--- config.mk ---
export PLATFORM = sky130hd
export DESIGN_NAME = lz_denorm_shifter_flat
export DESIGN_NICKNAME = d
export VERILOG_FILES = /design/src/rtl/lz_denorm_shifter_if.sv /design/src/rtl/lz_denorm_shifter.sv /design/src/flat_wrapper.sv
export SDC_FILE = /design/constraint.sdc
export NUM_CORES = 1
export LEC_CHECK = 0
export ABC_AREA = 1
export CAP_MARGIN = 15
export CORE_MARGIN = 3
export CORE_UTILIZATION = 37
export DETAILED_ROUTE_END_ITERATION = 10
export HOLD_SLACK_MARGIN = 0.05
export MAX_ROUTING_LAYER = met4
export PLACE_DENSITY_LB_ADDON = 0.12
export SETUP_SLACK_MARGIN = 0.3
export SLEW_MARGIN = 20
export SYNTH_ARGS = -nofsm -noshare
export SYNTH_HDL_FRONTEND = slang
export SYNTH_SLANG_ARGS = --single-unit
--- constraint.sdc ---
create_clock -name clk -period 2.85 [get_ports clk]
set_input_delay 0.57 -clock clk [delete_from_list [all_inputs] [get_ports clk]]
set_output_delay 0.57 -clock clk [all_outputs]
set_load 0.02 [all_outputs]
--- src/rtl/lz_denorm_shifter_if.sv ---
// rtl/lz_denorm_shifter_if.sv - start/busy/done handshake bundle for the denormalizing shifter
//
// Signals:
//   start   request pulse, sampled only while the shifter is idle
//   din     32-bit word to denormalize
//   lz_cnt  requested leading-zero count (0..63, clamped to 32 by the shifter)
//   dout    shifted result, valid with done and held until the next accepted start
//   sticky  OR of every bit shifted out of the LSB, same validity as dout
//   busy    high from the cycle after an accepted start until done falls
//   done    single-cycle completion pulse
// Modports: master drives the request, slave (the shifter) drives the result.
interface lz_denorm_shifter_if;
  logic        start;
  logic [31:0] din;
  logic [5:0]  lz_cnt;
  logic [31:0] dout;
  logic        sticky;
  logic        busy;
  logic        done;

  modport master (
    output start, din, lz_cnt,
    input  dout, sticky, busy, done
  );

  modport slave (
    input  start, din, lz_cnt,
    output dout, sticky, busy, done
  );
endinterface

--- src/rtl/lz_denorm_shifter.sv ---
// rtl/lz_denorm_shifter.sv - multi-cycle logical right shifter that restores leading zeros
//
// Ports:
//   clk  system clock, rising edge
//   rst  asynchronous reset, active-high; aborts any operation in flight
//   bus  lz_denorm_shifter_if.slave: start/din/lz_cnt in, dout/sticky/busy/done out
// Parameter:
//   STEP maximum shift distance applied per SHIFT cycle (1..32)
module lz_denorm_shifter #(
  parameter int STEP = 4
) (
  input  logic                 clk,
  input  logic                 rst,
  lz_denorm_shifter_if.slave   bus
);

  localparam logic [5:0] STEP_W = 6'(STEP);

  typedef enum logic [1:0] {
    IDLE  = 2'd0,
    SHIFT = 2'd1,
    DONE  = 2'd2
  } state_t;

  state_t      state_q;
  logic [31:0] acc_q;
  logic [5:0]  rem_q;
  logic        stk_q;
  logic [31:0] dout_q;
  logic        sticky_q;
  logic        busy_q;
  logic        done_q;

  logic [5:0]  cnt_clamp;
  logic [5:0]  s_d;
  logic [31:0] acc_d;
  logic [5:0]  rem_d;
  logic        lost_d;

  assign cnt_clamp = (bus.lz_cnt > 6'd32) ? 6'd32 : bus.lz_cnt;

  // One shift step. A shift amount of 32 makes the mask all ones and the
  // shifted word zero, so a full-width step needs no special case.
  always_comb begin
    s_d    = (rem_q < STEP_W) ? rem_q : STEP_W;
    acc_d  = acc_q >> s_d;
    lost_d = |(acc_q & ~(32'hFFFF_FFFF << s_d));
    rem_d  = rem_q - s_d;
  end

  always_ff @(posedge clk or posedge rst) begin
    if (rst) begin
      state_q  <= IDLE;
      acc_q    <= '0;
      rem_q    <= '0;
      stk_q    <= 1'b0;
      dout_q   <= '0;
      sticky_q <= 1'b0;
      busy_q   <= 1'b0;
      done_q   <= 1'b0;
    end else begin
      case (state_q)
        IDLE: begin
          // The IDLE cycle right after DONE is where done is visible; it
          // also clears here unless a new start keeps busy asserted.
          done_q <= 1'b0;
          if (bus.start) begin
            acc_q   <= bus.din;
            rem_q   <= cnt_clamp;
            stk_q   <= 1'b0;
            busy_q  <= 1'b1;
            state_q <= (cnt_clamp == 6'd0) ? DONE : SHIFT;
          end else begin
            busy_q <= 1'b0;
          end
        end
        SHIFT: begin
          acc_q <= acc_d;
          stk_q <= stk_q | lost_d;
          rem_q <= rem_d;
          if (rem_d == 6'd0) begin
            state_q <= DONE;
          end
        end
        DONE: begin
          done_q   <= 1'b1;
          dout_q   <= acc_q;
          sticky_q <= stk_q;
          busy_q   <= 1'b1;
          state_q  <= IDLE;
        end
        default: begin
          state_q <= IDLE;
        end
      endcase
    end
  end

  assign bus.dout   = dout_q;
  assign bus.sticky = sticky_q;
  assign bus.busy   = busy_q;
  assign bus.done   = done_q;

endmodule

--- src/flat_wrapper.sv ---
// flat-port wrapper written by rule: the top's interface ports become plain ports
module lz_denorm_shifter_flat 
#(
  parameter int STEP = 4
)
  (clk, rst, bus_start, bus_din, bus_lz_cnt, bus_dout, bus_sticky, bus_busy, bus_done);
  lz_denorm_shifter_if bus_i ();
  input  logic clk;
  input  logic rst;
  input wire logic [$bits(bus_i.start)-1:0] bus_start;
  input wire logic [$bits(bus_i.din)-1:0] bus_din;
  input wire logic [$bits(bus_i.lz_cnt)-1:0] bus_lz_cnt;
  output wire logic [$bits(bus_i.dout)-1:0] bus_dout;
  output wire logic [$bits(bus_i.sticky)-1:0] bus_sticky;
  output wire logic [$bits(bus_i.busy)-1:0] bus_busy;
  output wire logic [$bits(bus_i.done)-1:0] bus_done;
  assign bus_i.start = bus_start;
  assign bus_i.din = bus_din;
  assign bus_i.lz_cnt = bus_lz_cnt;
  assign bus_dout = bus_i.dout;
  assign bus_sticky = bus_i.sticky;
  assign bus_busy = bus_i.busy;
  assign bus_done = bus_i.done;
  lz_denorm_shifter #(.STEP(STEP)) u_core (.clk(clk), .rst(rst), .bus(bus_i));
endmodule
==> impl_results.md, run 1 <==
- Status: finished, final reports clean
- Data arrival, critical path: 2200 ps
- Area of the multi-input gates: 2092 um2
- Clock Path Buffers: 2
- Seq/Total Area, Yosys: 42.79%
- XOR/XNOR share of the synthesized area: 0%
- VDD IR-drop max: 0.4492 mV
- Vias in the first global route: 4050
- Slew @ Worst Pin: 565.0 ps
- Syn nets: 598
- CP endpoint kind: flip-flop
- Fmax achieved: 0.5001 GHz
- RSZ-0062 raised after global routing: false
- DIE AREA: 13360 um2
- Final setup violation count: 0
- Largest net degree at the start of global routing: 77
- Slowest CP cell: dfrtp_1
- Register Area: 1902 um2
- Fin. max-slew vios: 0
- Worst-path fanout max: 35
- Commonest non-fill, non-tap cell in the layout: nand2_1
- Drt pass-1 iters: 7
- CTS Root Cell: clkbuf_16
- Post-CTS sizing: 0
- CTS tree: built
- Setup TNS: 0 ps
- # IOs: 76
- Initial antenna violation count: 0
- Cell area power density: 1274 nW/um2
- Placed inst area: 5192 um2
- Cts hold-fix bufs: 0
- Finished Cell Area: 5439 um2
- CTS buffer count: 9
- Nets@finish: 656
- Startpoint types: flip-flop
- Core area: 11560 um2
- Vias per Instance: 5.365
- Synth-to-layout area growth: 22.38%
- Worst-path cell chain: nor2_4 -> nand2_4 -> nor2_2 -> buf_4 -> a21oi_1 -> o21ai_0 -> a22oi_1
- Yosys warnings: 0
- Average wire per standard cell: 15.18 um
- Clock sinks: 76
- Max Cap Violations: 0
- Clk pin slew, worst setup/hold paths: 60 ps
- Most frequent cells in the layout: nand2_1 (101), dfrtp_1 (76), clkdlybuf4s50_1 (75), o21ai_0 (69), a21oi_1 (61)
- Ant. Diodes: 0
- Global route overflow: 0
- DRT antenna net count: 0
- I/O Buffers: 75
- Syn Area/Cell: 7.993 um2
- First-pass GRT wire length: 19780 um
- Synthesized cell area: 4444 um2
- Worst Path Class, Setup: reg2reg
- # rows: 39
- Drc violations: 0
- Final WL: 11510 um
- Die Y-Extent: 115.6 um
- # fillers: 1146
- Worst skew pair latency: 330 ps
- Initial core utilization: 38.43%
- Complex-gate fraction of the synthesized area: 26.13%
- Hold Path Class: reg2reg
- Post-synth cell types: 35
- Slowest stage delay, CP: 430 ps
- Synth Area in Simple Gates: 20.02%
- Layout cell share with drive strength beyond 1: 7.967%
- Crit path required time: 3050 ps
- Fin Clk Skew: 6.391 ps
- Vias: 4067
- #FFs+latches synth: 76
- Crit share post-route: 70.16%
- Total track usage: 18.90%
- Post-CTS Setup Inserts: 0
- Adder-Cell Fraction of Synth Area: 0.2815%
- Die Wd: 115.6 um
- Main combinational cell family by area after synthesis: compound AO/OA/AOI/OAI gates
- 1st-iter DRT viols: 246
- Hold Violations, Final: 0
- Final min period: 2000 ps
- Post-Synthesis Cells: 556
- Dpl hpwl: 7685 um
- GP Congestion: 0.8647
- Lkg Pwr: 2.405 nW
- CTS H-tree depth: 3
- Relative slew slack: 62.20%
- Mux cell area share after synthesis: 0.5068%
-- sequential cells by signal, indices dropped and copies added, names as in the netlist --
name / count
u_core.acc_q: 32
u_core.bus.busy: 1
u_core.bus.done: 1
u_core.bus.dout: 32
u_core.bus.sticky: 1
u_core.rem_q: 6
u_core.state_q: 2
u_core.stk_q: 1
-- cell families after synthesis --
family | after synthesis
AND/OR/NAND/NOR | 197
buffers and inverters | 86
other | 1
multiplexers | 2
AO/OA/AOI/OAI | 193
adder cells (fa/ha/maj) | 1
flip-flops | 76
-- power by group --
group	total, mW	switching, mW	internal, mW
Clock	1.00	0.410	0.594
Sequential	2.04	0.385	1.66
Combinational	3.88	2.39	1.49
Total	6.93	3.18	3.74
-- worst max-delay path, delay by kind of cell (launching register included) --
family | cells | cell delay [ps]
buffers and inverters | 1 | 270
AO/OA/AOI/OAI | 3 | 300
flip-flops | 1 | 430
AND/OR/NAND/NOR | 3 | 860
-- metal layers --
| metal | track usage (%) | routed length, um | vias to the layer above |
|---|---|---|---|
| met3 | 2.402 | 470 | 16 |
| met5 | - | 0 | - |
| li1 | - | - | 2024 |
| met1 | 26.68 | 5641 | 1926 |
| met2 | 27.39 | 5176 | 101 |
| met4 | 7.903 | 221 | 0 |
-- Yosys cell counts, drive strengths merged --
master / number / area share [%]
nor3: 1 / 0.11
a21oi: 62 / 7.1
mux2: 2 / 0.51
o22ai: 3 / 0.42
a22oi: 3 / 0.51
o211ai: 49 / 9.5
buf: 24 / 4.3
o21ai: 74 / 8.3
conb: 1 / 0.084
clkbuf: 13 / 1.7
inv: 49 / 4.3
nand3b: 2 / 0.34
nand4: 3 / 0.42
nand2: 105 / 9.5
nand3: 43 / 5.1
ha: 1 / 0.28
nor2: 43 / 4.6
a31oi: 2 / 0.28
dfrtp: 76 / 43
-- final timing paths --
path	cells past startpoint	endpoint	slack, ps	start
max	7	u_core.acc_q[29]$_DFFE_PP0P_	850	u_core.rem_q[4]$_DFFE_PP0P_
min	2	u_core.bus.dout[4]$_DFFE_PP0P_	480	u_core.bus.dout[4]$_DFFE_PP0P_
max reg2reg	7	u_core.acc_q[29]$_DFFE_PP0P_	850	u_core.rem_q[4]$_DFFE_PP0P_
min reg2reg	2	u_core.bus.dout[4]$_DFFE_PP0P_	480	u_core.bus.dout[4]$_DFFE_PP0P_
max in group asynchronous	3	u_core.state_q[0]$_DFFE_PP0P_	1840	rst
min in group asynchronous	3	u_core.bus.dout[7]$_DFFE_PP0P_	620	rst
-- metrics by stage --
step / worst slack (ps) / std cells / hold WS, ps / total power, mW / util, %
floorplan: 341.7 / 556 / 447.9 / 4.853 / -
global placement: 601.0 / 746 / 464.9 / 5.894 / 44.90
detailed placement: 572.0 / 746 / 472.7 / 5.951 / 44.90
CTS: 865.5 / 758 / 486.7 / 6.987 / 47.03
global route: 723.6 / 758 / 500.0 / 7.604 / 47.03
finish: 850.3 / 758 / 480.8 / 6.927 / 47.03
-- layout make-up --
class	instances	share of cell area, %
Inverter	49	3.474
Multi-Input combinational cell	394	38.46
Sequential cell	76	34.97
Clock buffer	12	4.532
Tap cell	143	3.290
Timing Repair Buffer	84	15.27
Note: power is estimated with default switching activity, not from simulation.
==> inputs of run 2 (changes only) <==
Clock period 2.85 ns to 1.8 ns, I/O delays scaled along.
==> impl_results.md, run 2 (synthesis gave the netlist of run 1 again) <==
- Crit path required time: 2080 ps (was 3050 ps)
- DRT antenna net count: 0 (unchanged)
- GP Congestion: 0.8559 (was 0.8647)
- CTS buffer count: 9 (unchanged)
- Die Y-Extent: 115.6 um (unchanged)
- Fin. max-slew vios: 0 (unchanged)
- Crit share post-route: 92.43% (was 70.16%)
- Grt met3 use: 3.342% (was 2.402%)
- R2R Path End: u_core.acc_q[8]$_DFFE_PP0P_ (was u_core.acc_q[29]$_DFFE_PP0P_)
- Finished Cell Area: 6023 um2 (was 5439 um2)
- Power Total: 11.97 mW (was 6.927 mW)
- Worst skew pair latency: 350 ps (was 330 ps)
- Vias: 4269 (was 4067)
- Slowest stage delay, CP: 410 ps (was 430 ps)
- Final Util: 52.08% (was 47.03%)
- CTS H-tree depth: 3 (unchanged)
- Die Wd: 115.6 um (unchanged)
- Layout cell share with drive strength beyond 1: 19.00% (was 7.967%)
- R2R depth: 7 (unchanged)
- Core area: 11560 um2 (unchanged)
- Global route overflow: 0 (unchanged)
- Cell area power density: 1987 nW/um2 (was 1274 nW/um2)
- Max Cap Violations: 0 (unchanged)
- Drt pass-1 iters: 5 (was 7)
- # IOs: 76 (unchanged)
- Average wire per standard cell: 15.89 um (was 15.18 um)
- Ant. Diodes: 0 (unchanged)
- DIE AREA: 13360 um2 (unchanged)
- 1st-iter DRT viols: 259 (was 246)
- Initial core utilization: 38.43% (unchanged)
- Nets@finish: 683 (was 656)
- Clk pin slew, worst setup/hold paths: 60 ps (about the same)
- WHS Endpoint: u_core.bus.dout[11]$_DFFE_PP0P_ (was u_core.bus.dout[4]$_DFFE_PP0P_)
- Most frequent cells in the layout: nand2_1 (86), dfrtp_1 (74), o21ai_0 (67), a21oi_1 (50) (was nand2_1 (101), dfrtp_1 (76), clkdlybuf4s50_1 (75), o21ai_0 (69), a21oi_1 (61))
- I/O Buffers: 75 (unchanged)
- Hold path depth: 2 (unchanged)
- Reg2Reg Launch Point: u_core.rem_q[3]$_DFFE_PP0P_ (was u_core.rem_q[4]$_DFFE_PP0P_)
- Hold Violations, Final: 0 (unchanged)
- Slowest CP cell: dfrtp_1 (unchanged)
- # rows: 39 (unchanged)
- Dpl hpwl: 8195 um (was 7685 um)
- Vias in the first global route: 4036 (was 4050)
- Final WL: 12470 um (was 11510 um)
- Status: finished, final reports clean (unchanged)
- Worst Path Class, Setup: reg2reg (unchanged)
- Fin Clk Skew: 6.746 ps (was 6.391 ps)
- Fmax achieved: 0.6011 GHz (was 0.5001 GHz)
- Final setup violation count: 0 (unchanged)
- Clock Path Buffers: 2 (unchanged)
- Drc violations: 0 (unchanged)
- Initial antenna violation count: 0 (unchanged)
- CTS tree: built (unchanged)
- Synth-to-layout area growth: 35.53% (was 22.38%)
- Place WS: 78.75 ps (was 572.0 ps)
- First-pass GRT wire length: 20130 um (was 19780 um)
- VDD IR-drop max: 0.7553 mV (was 0.4492 mV)
- Worst-path fanout max: 15 (was 35)
- Startpoint types: flip-flop (unchanged)
- Final worst setup slack: 136.3 ps (was 850.3 ps)
- GR Layer Usage met1: 26.99% (was 26.68%)
- Data arrival, critical path: 1940 ps (was 2200 ps)
- Placed inst area: 5319 um2 (was 5192 um2)
- Clock sinks: 76 (unchanged)
- Setup TNS: 0 ps (unchanged)
- Final min period: 1664 ps (was 2000 ps)
- Hold Path Class: reg2reg (unchanged)
- Min-Delay Startpoint: u_core.bus.dout[11]$_DFFE_PP0P_ (was u_core.bus.dout[4]$_DFFE_PP0P_)
- Commonest non-fill, non-tap cell in the layout: nand2_1 (unchanged)
- RSZ-0062 raised after global routing: true (was false)
- Vias per Instance: 5.438 (was 5.365)
- Worst-path cell chain: nor2_4 -> nand3_4 -> buf_6 -> clkbuf_16 -> o211ai_1 -> nand3_1 -> a21oi_2 (was nor2_4 -> nand2_4 -> nor2_2 -> buf_4 -> a21oi_1 -> o21ai_0 -> a22oi_1)
- Largest net degree at the start of global routing: 77 (unchanged)
- CP endpoint kind: flip-flop (unchanged)
- Lkg Pwr: 2.647 nW (was 2.405 nW)
- Grt met2 use: 28.82% (was 27.39%)
- R2r setup slk: 140 ps (was 850 ps)
- Total track usage: 19.49% (was 18.90%)
- CTS Root Cell: clkbuf_16 (unchanged)
- Gr busiest metal: met2 (unchanged)
[run 2: critical path, delay by kind of cell (launching register included)]
kind / cells / cell delay, ps
compound gates: 2 / 340
flops: 1 / 410
buf+inv: 2 / 340
simple gates: 3 / 510
[run 2: how the worst max path moves through the flow]
stage | startpoint | end | slack, ps | depth (start not counted)
after floorplan | u_core.rem_q[4]$_DFFE_PP0P_ | u_core.state_q[1]$_DFFE_PP0P_ | 360 | 11
after global placement | bus_start | u_core.acc_q[5]$_DFFE_PP0P_ | 110 | 7
after detailed placement | bus_start | u_core.acc_q[1]$_DFFE_PP0P_ | 80 | 10
after CTS | u_core.rem_q[4]$_DFFE_PP0P_ | u_core.state_q[1]$_DFFE_PP0P_ | 240 | 12
after global routing | u_core.rem_q[3]$_DFFE_PP0P_ | u_core.acc_q[8]$_DFFE_PP0P_ | 50 | 7
final | u_core.rem_q[3]$_DFFE_PP0P_ | u_core.acc_q[8]$_DFFE_PP0P_ | 140 | 7
[run 2: metrics by stage]
| step | cells | hold WS (ps) |
|---|---|---|
| 2_1_floorplan | 556 | 447.9 |
| 3_3_place_gp | 759 | 465.0 |
| 3_5_place_dp | 759 | 472.8 |
| 4_1_cts | 774 | 482.8 |
| 5_1_grt | 785 | 505.8 |
| 6_report | 785 | 474.4 |
[run 2: timing repair]
action	CTS	global route
setup endpoints to repair	72	41
pin swaps	8	18
resized for setup	64	59
hold buffers	0	0
cloned	0	4
setup buffers	3	7
[run 2: area by class of cell]
class	instances	area [um2]
Fill cell	1122	5542
Multi-Input combinational cell	394	2305
Sequential cell	76	1904
Timing Repair Buffer	111	1189
Clock buffer	12	246.5
Inverter	49	200.2
Tap cell	143	178.9
[run 2: per-layer routing]
metal	wire (um)	share of wire (%)
met1	5924	47
met2	5771	46
met3	570	4.6
met4	208	1.7
met5	0	0
[run 2: power breakdown]
part	internal, mW	switching [mW]
Combinational	2.82	4.29
Sequential	2.63	0.634
Clock	0.940	0.652
